### src/rtl/lfsr_timer_pkg.sv
// Shared types for the programmable LFSR interval timer.
// FSM state encoding and the all-ones LFSR seed helper.
package lfsr_timer_pkg;

  typedef enum logic [1:0] {
    IDLE = 2'd0,
    SEEK = 2'd1,
    RUN  = 2'd2
  } state_e;

  // All-ones pattern of w bits, zero-extended to 16 bits.
  function automatic logic [15:0] lfsr_seed(input int unsigned w);
    logic [15:0] s;
    s = '0;
    for (int i = 0; i < 16; i++) begin
      if (i < w) s[i] = 1'b1;
    end
    return s;
  endfunction

endpackage

### src/rtl/lfsr_timer_prog_step.sv
// One Fibonacci LFSR step: shift left, XOR of tapped bits into bit 0.
// Ports: cur (present state) -> nxt (next state), purely combinational.
module lfsr_step #(
  parameter int                WIDTH = 8,
  parameter logic [WIDTH-1:0]  TAPS  = WIDTH'(8'b10001110)
) (
  input  logic [WIDTH-1:0] cur,
  output logic [WIDTH-1:0] nxt
);

  assign nxt = {cur[WIDTH-2:0], ^(cur & TAPS)};

endmodule

### src/rtl/lfsr_timer_prog.sv
// Runtime-programmable LFSR interval timer, periodic or one-shot.
// Ports: clk, rst (sync, active-low), start/stop requests,
// period_in/oneshot_in (sampled on start), pulseOut (1-cycle expiry),
// busy (SEEK/RUN), seeking (SEEK), cfgErr (start with period 0).
module lfsr_timer_prog
  import lfsr_timer_pkg::*;
#(
  parameter int               WIDTH = 8,
  parameter logic [WIDTH-1:0] TAPS  = WIDTH'(8'b10001110)
) (
  input  logic             clk,
  input  logic             rst,
  input  logic             start,
  input  logic             stop,
  input  logic [WIDTH-1:0] period_in,
  input  logic             oneshot_in,
  output logic             pulseOut,
  output logic             busy,
  output logic             seeking,
  output logic             cfgErr
);

  localparam logic [WIDTH-1:0] SEED =
    WIDTH'(lfsr_seed(WIDTH));

  state_e           state_q, state_d;
  logic [WIDTH-1:0] lfsr_q, lfsr_d;
  logic [WIDTH-1:0] term_q, term_d;
  logic [WIDTH-1:0] shadow_q, shadow_d;
  logic [WIDTH-1:0] cnt_q, cnt_d;
  logic             oneshot_q, oneshot_d;
  logic             pulse_q, pulse_d;
  logic             cfg_err_q, cfg_err_d;

  logic [WIDTH-1:0] shadow_nxt;
  logic [WIDTH-1:0] lfsr_nxt;

  lfsr_step #(
    .WIDTH (WIDTH),
    .TAPS  (TAPS)
  ) u_step_shadow (
    .cur (shadow_q),
    .nxt (shadow_nxt)
  );

  lfsr_step #(
    .WIDTH (WIDTH),
    .TAPS  (TAPS)
  ) u_step_run (
    .cur (lfsr_q),
    .nxt (lfsr_nxt)
  );

  always_comb begin
    state_d   = state_q;
    lfsr_d    = lfsr_q;
    term_d    = term_q;
    shadow_d  = shadow_q;
    cnt_d     = cnt_q;
    oneshot_d = oneshot_q;
    pulse_d   = 1'b0;
    cfg_err_d = 1'b0;

    if (stop) begin
      state_d = IDLE;
      lfsr_d  = SEED;
    end else if (start) begin
      // Restart drops any match in this cycle, so no pulse follows.
      lfsr_d = SEED;
      if (period_in == '0) begin
        cfg_err_d = 1'b1;
        state_d   = IDLE;
      end else begin
        oneshot_d = oneshot_in;
        shadow_d  = SEED;
        cnt_d     = period_in - WIDTH'(1);
        state_d   = SEEK;
      end
    end else begin
      unique case (state_q)
        IDLE: begin
        end
        SEEK: begin
          if (cnt_q != '0) begin
            shadow_d = shadow_nxt;
            cnt_d    = cnt_q - WIDTH'(1);
          end else begin
            term_d  = shadow_q;
            lfsr_d  = SEED;
            state_d = RUN;
          end
        end
        RUN: begin
          if (lfsr_q == term_q) begin
            lfsr_d  = SEED;
            pulse_d = 1'b1;
            if (oneshot_q) state_d = IDLE;
          end else begin
            lfsr_d = lfsr_nxt;
          end
        end
        default: state_d = IDLE;
      endcase
    end
  end

  always_ff @(posedge clk) begin
    if (!rst) begin
      state_q   <= IDLE;
      lfsr_q    <= SEED;
      term_q    <= SEED;
      shadow_q  <= SEED;
      cnt_q     <= '0;
      oneshot_q <= 1'b0;
      pulse_q   <= 1'b0;
      cfg_err_q <= 1'b0;
    end else begin
      state_q   <= state_d;
      lfsr_q    <= lfsr_d;
      term_q    <= term_d;
      shadow_q  <= shadow_d;
      cnt_q     <= cnt_d;
      oneshot_q <= oneshot_d;
      pulse_q   <= pulse_d;
      cfg_err_q <= cfg_err_d;
    end
  end

  assign pulseOut = pulse_q;
  assign cfgErr   = cfg_err_q;
  assign busy     = (state_q != IDLE);
  assign seeking  = (state_q == SEEK);

endmodule
### config.mk
export PLATFORM = sky130hd
export DESIGN_NAME = lfsr_timer_prog
export DESIGN_NICKNAME = d
export VERILOG_FILES = /design/src/rtl/lfsr_timer_pkg.sv /design/src/rtl/lfsr_timer_prog_step.sv /design/src/rtl/lfsr_timer_prog.sv
export SDC_FILE = /design/constraint.sdc
export NUM_CORES = 1
export LEC_CHECK = 0
export BUFFER_PORTS_ARGS = -buffer_cell sky130_fd_sc_hd__buf_2
export CAP_MARGIN = 0
export CELL_PAD_IN_SITES_DETAIL_PLACEMENT = 1
export CELL_PAD_IN_SITES_GLOBAL_PLACEMENT = 1
export CORE_MARGIN = 2
export CORE_UTILIZATION = 30
export CTS_BUF_LIST = sky130_fd_sc_hd__clkbuf_16
export DETAILED_ROUTE_END_ITERATION = 8
export PLACE_DENSITY = 0.57
export SLEW_MARGIN = 10
export SYNTH_ARGS = -nofsm -noshare
export SYNTH_HDL_FRONTEND = slang
export SYNTH_SLANG_ARGS = --single-unit
### constraint.sdc
create_clock -name clk -period 6.5 [get_ports clk]
set_clock_uncertainty 0.15 [all_clocks]
set_input_delay 0.975 -clock clk [delete_from_list [all_inputs] [get_ports clk]]
set_output_delay 0.975 -clock clk [all_outputs]
set_load 0.005 [all_outputs]
# Yosys cells after proc, flatten, opt, wreduce, memory -nomap -nowiden
# Index checks and enable logic that the tools add are counted.
# totals
reg_bits	37
latch_bits	0
ramBits	0
mem_bits_ro	0
in_bits	13
output_inout_bits	4
wordCells	62
n_memories	0
# classes
n_addsub	2
n_mul	0
div_mod_pow	0
n_lt_le_gt_ge	0
n_eq_ne	9
shifts	0
muxes	19
bitwise_logic	6
reduce_logical	18
# op_table
op	count
8-bit 2-to-1 mux	10
8-bit one-hot mux with 2 select lines	1
8-bit parity	2
8-bit by 1-bit subtractor with 8-bit output, second input constant	2
4-bit AND reduction	3
3-bit inequality test, second input constant	3
8-bit == test	1
8-bit zero test	1
2-bit 2-to-1 mux	4
2-bit nonzero test	4
8-bit nonzero test	1
2-bit inequality test, second input constant	3
1-bit inverter	6
2-bit one-hot mux with 3 select lines	1
3-bit OR reduction	2
4-bit OR reduction	1
1-bit 2-to-1 mux	3
3-bit AND reduction	1
2-bit by 1-bit == test with 1-bit output, second input constant	1
2-bit == test, second input constant	1
2-bit zero test	1
2-bit AND reduction	1
2-bit OR reduction	1

# Depth between registers and ports, before layout
# depth
word_depth	4
mapped_depth	8

# By module
# A second synthesis with hierarchy kept.
# unflattened
cells_unflattened	212
area_unflattened_um2	1905.6
# modules_own_cells
module	instances	cells_each	area_each_um2	seq_area_each_um2
lfsr_timer_prog	1	192	1747.9	740.7
lfsr_step	2	10	78.8	0.0

# Least setup slack after synthesis
# Ideal clock, no wire load.
# synth_timing
path_kind	input -> register
start	input port start
end	register cnt_q[6]
setup_ns	0.077
t_arrival_ns	2.689
path_slack_ns	3.584
stages	7
cell_sequence	buf_2 -> buf_1 -> mux2i_1 -> ha_1 -> o221ai_1 -> or4_1 -> a41oi_2
# synth_between
elab_chain_len	2
word_cells_on_any_way	5
# synth_lines
element	line_no	text
start: declaration	lfsr_timer_prog.sv:13	input logic start,
2-bit inequality test (no source line) / 2-bit nonzero test (equally long branches)	-	
4-bit AND reduction (no source line)	-	
end signal: assignment	lfsr_timer_prog.sv:122	cnt_q <= cnt_d;
end: declaration	lfsr_timer_prog.sv:30	logic [WIDTH-1:0] cnt_q, cnt_d;
# Parallel ways exist; a longest one is shown, timed or not.
# A chain may end at the register's enable or synchronous reset.

# Worst setup path after layout
# Ends and elaborated chain as after synthesis.

==> impl_metrics.csv <==
group,metric,value,unit
outcome,status,"finished clean",
power_and_ir_drop,p_leak,0.836,nW
setup_path,start_kind,"input pin",
route,drt_wl_total,4.97,mm
global_route,overflow,0,
global_route,grt_max_degree,22,
synthesis,synth_area,1900,sq um
power_and_ir_drop,p_per_area,263,nW/um^2
clocking,clock_latency,0.28,ns
synthesis,ys_ff_latch,37,
final_layout,num_antenna_cells,0,
timing,period_share,44.0,%
final_layout,syn2layout_area_growth,16.8,%
final_layout,layout-drive-gt1-share,16.5,%
global_route,track_usage,15.0,%
placed_design,io_buffers,16,
placed_design,gp_congestion,0.762,
route,drt-pass1-iter-count,4,
synthesis,syn_nets,232,
clocking,cts_tree,"yes",
clocking,ctsResizeCount,0,
power_and_ir_drop,vdd_drop_max,0.114,mV
synthesis,synth_cell_types,48,
clocking,clk_path_buf_depth,2,
synthesis,async_reset_ff_share,0,%
hold_path,hp-class,"reg -> reg",
global_route,grt_pass1_wl,8.36,mm
route,num_vias,1649,
floorplanning,die_y,83.5,um
floorplanning,die_area,6980,sq um
route,drt-wirelength-per-cell,16.0,um
synthesis,synth_edf_count,0,
floorplanning,fp.dieW,83.5,um
floorplanning,rows,28,
final_layout,final_nets,249,
setup_path,path_class,"in -> reg",
timing,hold_viol,0,
synthesis,postSynthCellCount,218,
timing,worstMarginPinSlew,0.672,ns
route,ant_nets,0,
clocking,cts_setup_buffers,0,
timing,max_freq,0.350,GHz
power_and_ir_drop,power,584,uW
clocking,clkSlewWorstSetupHoldPaths,0.06,ns
timing,drv_slew,0,
timing,relSlewSlack,55.0,%
clocking,numCtsBuffers,5,
clocking,htreeDepth,2,
route,drtIter0Drc,61,
route,viasPerCell,5.30,
timing,final-setup-viol-count,0,
timing,rsz0062_at_grt,"false",
run,drv_cap,0,
synthesis,ys.warnings.count,0,
clocking,clock-root-buffer,"clkbuf_16",
setup_path,worstPathArrival,2.92,ns
clocking,clock_sinks,37,
floorplanning,core,6030,sq um
setup_path,worstPathRequired,6.56,ns
global_route,grt_pass1_vias,1573,
route,drc,0,
synthesis,synth_area_per_cell,8.71,sq um
floorplanning,io-pin-count,17,
floorplanning,start_util,31.5,%
global_route,antenna_found_initial,0,
timing,fin_crit,2.86,ns
synthesis,synth-seq-area-share,39.0,%
clocking,ctsHoldBuffers,0,
setup_path,cp_max_fo,21,
setup_path,end_kind,"flip-flop",
timing,fin_setup_tns,0,ns
synthesis,ys.flop_type,"dfxtp_1",
placed_design,hpwl,3.66,mm
## cells by family (layout without fill, tap and decap cells)
kind of cell | count (synthesis) | in the layout | synth area share, %
buf+inv | 9 | 27 | 1.98
xor+xnor | 14 | 14 | 6.46
compound gates | 59 | 59 | 19.9
mux | 13 | 13 | 6.92
flops | 37 | 37 | 39.0
simple gates | 85 | 85 | 25.0
fa+ha+maj | 1 | 1 | 0.659
## through the flow
stage / cell area, sq um / hold WS [ns] / worst slack, ns / utilization, % / cells
after global placement: 2050 / 0.333 / 3.29 / 33.9 / 303
final: 2220 / 0.353 / 3.64 / 36.8 / 311
after CTS: 2220 / 0.355 / 3.64 / 36.8 / 311
after global routing: 2220 / 0.379 / 3.48 / 36.8 / 311
after floorplan: 1900 / 0.287 / 3.58 / - / 218
after detailed placement: 2050 / 0.344 / 3.34 / 33.9 / 303
## state kept, by name (all words and copies together), names as in the netlist
name / flops
cfgErr: 1
cnt_q: 8
lfsr_q: 8
oneshot_q: 1
pulseOut: 1
shadow_q: 8
state_q: 2
term_q: 8
## path summary, 6_finish.rpt
kind,start,end,slack [ns],cells after the start
worst min-delay path,term_q[3],term_q[3],0.35,2
worst max register to register,cnt_q[4],cnt_q[7],4.40,5
worst min register to register,term_q[3],term_q[3],0.35,2
worst max-delay path,start,cnt_q[6],3.64,6
## worst max-delay path, cell delays in order
cell      delay (ns)
buf_2           0.38
inv_2           0.20
a211oi_2        0.51
nor2_2          0.16
or4_1           0.51
a41oi_2         0.17
## metal layers
| layer | part of all wire (%) | global-route usage (%) | wire length (um) |
|---|---|---|---|
| met5 | 0 | 0 | 0 |
| met4 | 1.9 | 5.87 | 92 |
| met3 | 4.6 | 4.55 | 231 |
| met2 | 43 | 21.6 | 2130 |
| met1 | 51 | 21.0 | 2520 |
## Yosys cell counts (2+ instances only)
library cell   n  area, sq um
and2_1         2         12.5
o21ai_1        3         15.0
o22ai_1       14         87.6
nand2_1       28          105
clkbuf_1       2         7.51
or4_1          2         15.0
a21oi_1       12         60.1
o21ai_0       12         60.1
nand2b_1       4         25.0
nor3_1         7         35.0
or2_2          2         12.5
xor2_1         2         17.5
buf_2          3         15.0
mux2i_1       12          120
nor4_2         3         37.5
a31oi_1        3         18.8
nor3b_1        2         15.0
nor2_1        18         67.6
nand3b_1       2         15.0
nand4_1        2         12.5
o21a_1         4         30.0
a22oi_1        2         15.0
inv_1          2         7.51
nand3_1        4         20.0
xnor2_1       12          105
dfxtp_1       37          741
## layout by cell type, fill, tap and decap left out, types with 2 or more instances in the layout
cell type and n:
nand2_1 28, nor3_1 7, nor3b_1 2, or2_2 2, nor2_1 18, nand3_1 4
dfxtp_1 37, xnor2_1 12, buf_2 16, nand2b_1 4, clkbuf_16 5, mux2i_1 12
o21ai_0 12, a31oi_1 3, nor4_2 3, o22ai_1 14, and2_1 2, a21oi_1 12
o21ai_1 3, a22oi_1 2, or4_1 2, nand3b_1 2, nand4_1 2, inv_1 2
xor2_1 2, o21a_1 4
## cell type report
type                            instances  area (sq um)
Tap cell                               75          93.8
Multi-Input combinational cell        172          1120
Fill cell                             734          3810
Clock buffer                            5           125
Sequential cell                        37           741
Clock inverter                          3          46.3
Timing Repair Buffer                   16          80.1
Inverter                                3          11.3
## where the power goes
part / total [mW] / switching (mW) / leakage [nW] / internal (mW)
clock: 0.280 / 0.0983 / 0.0800 / 0.181
sequential: 0.239 / 0.00791 / 0.300 / 0.232
combinational: 0.0646 / 0.0398 / 0.456 / 0.0247
No activity file was read; power rests on OpenSTA's default activity.
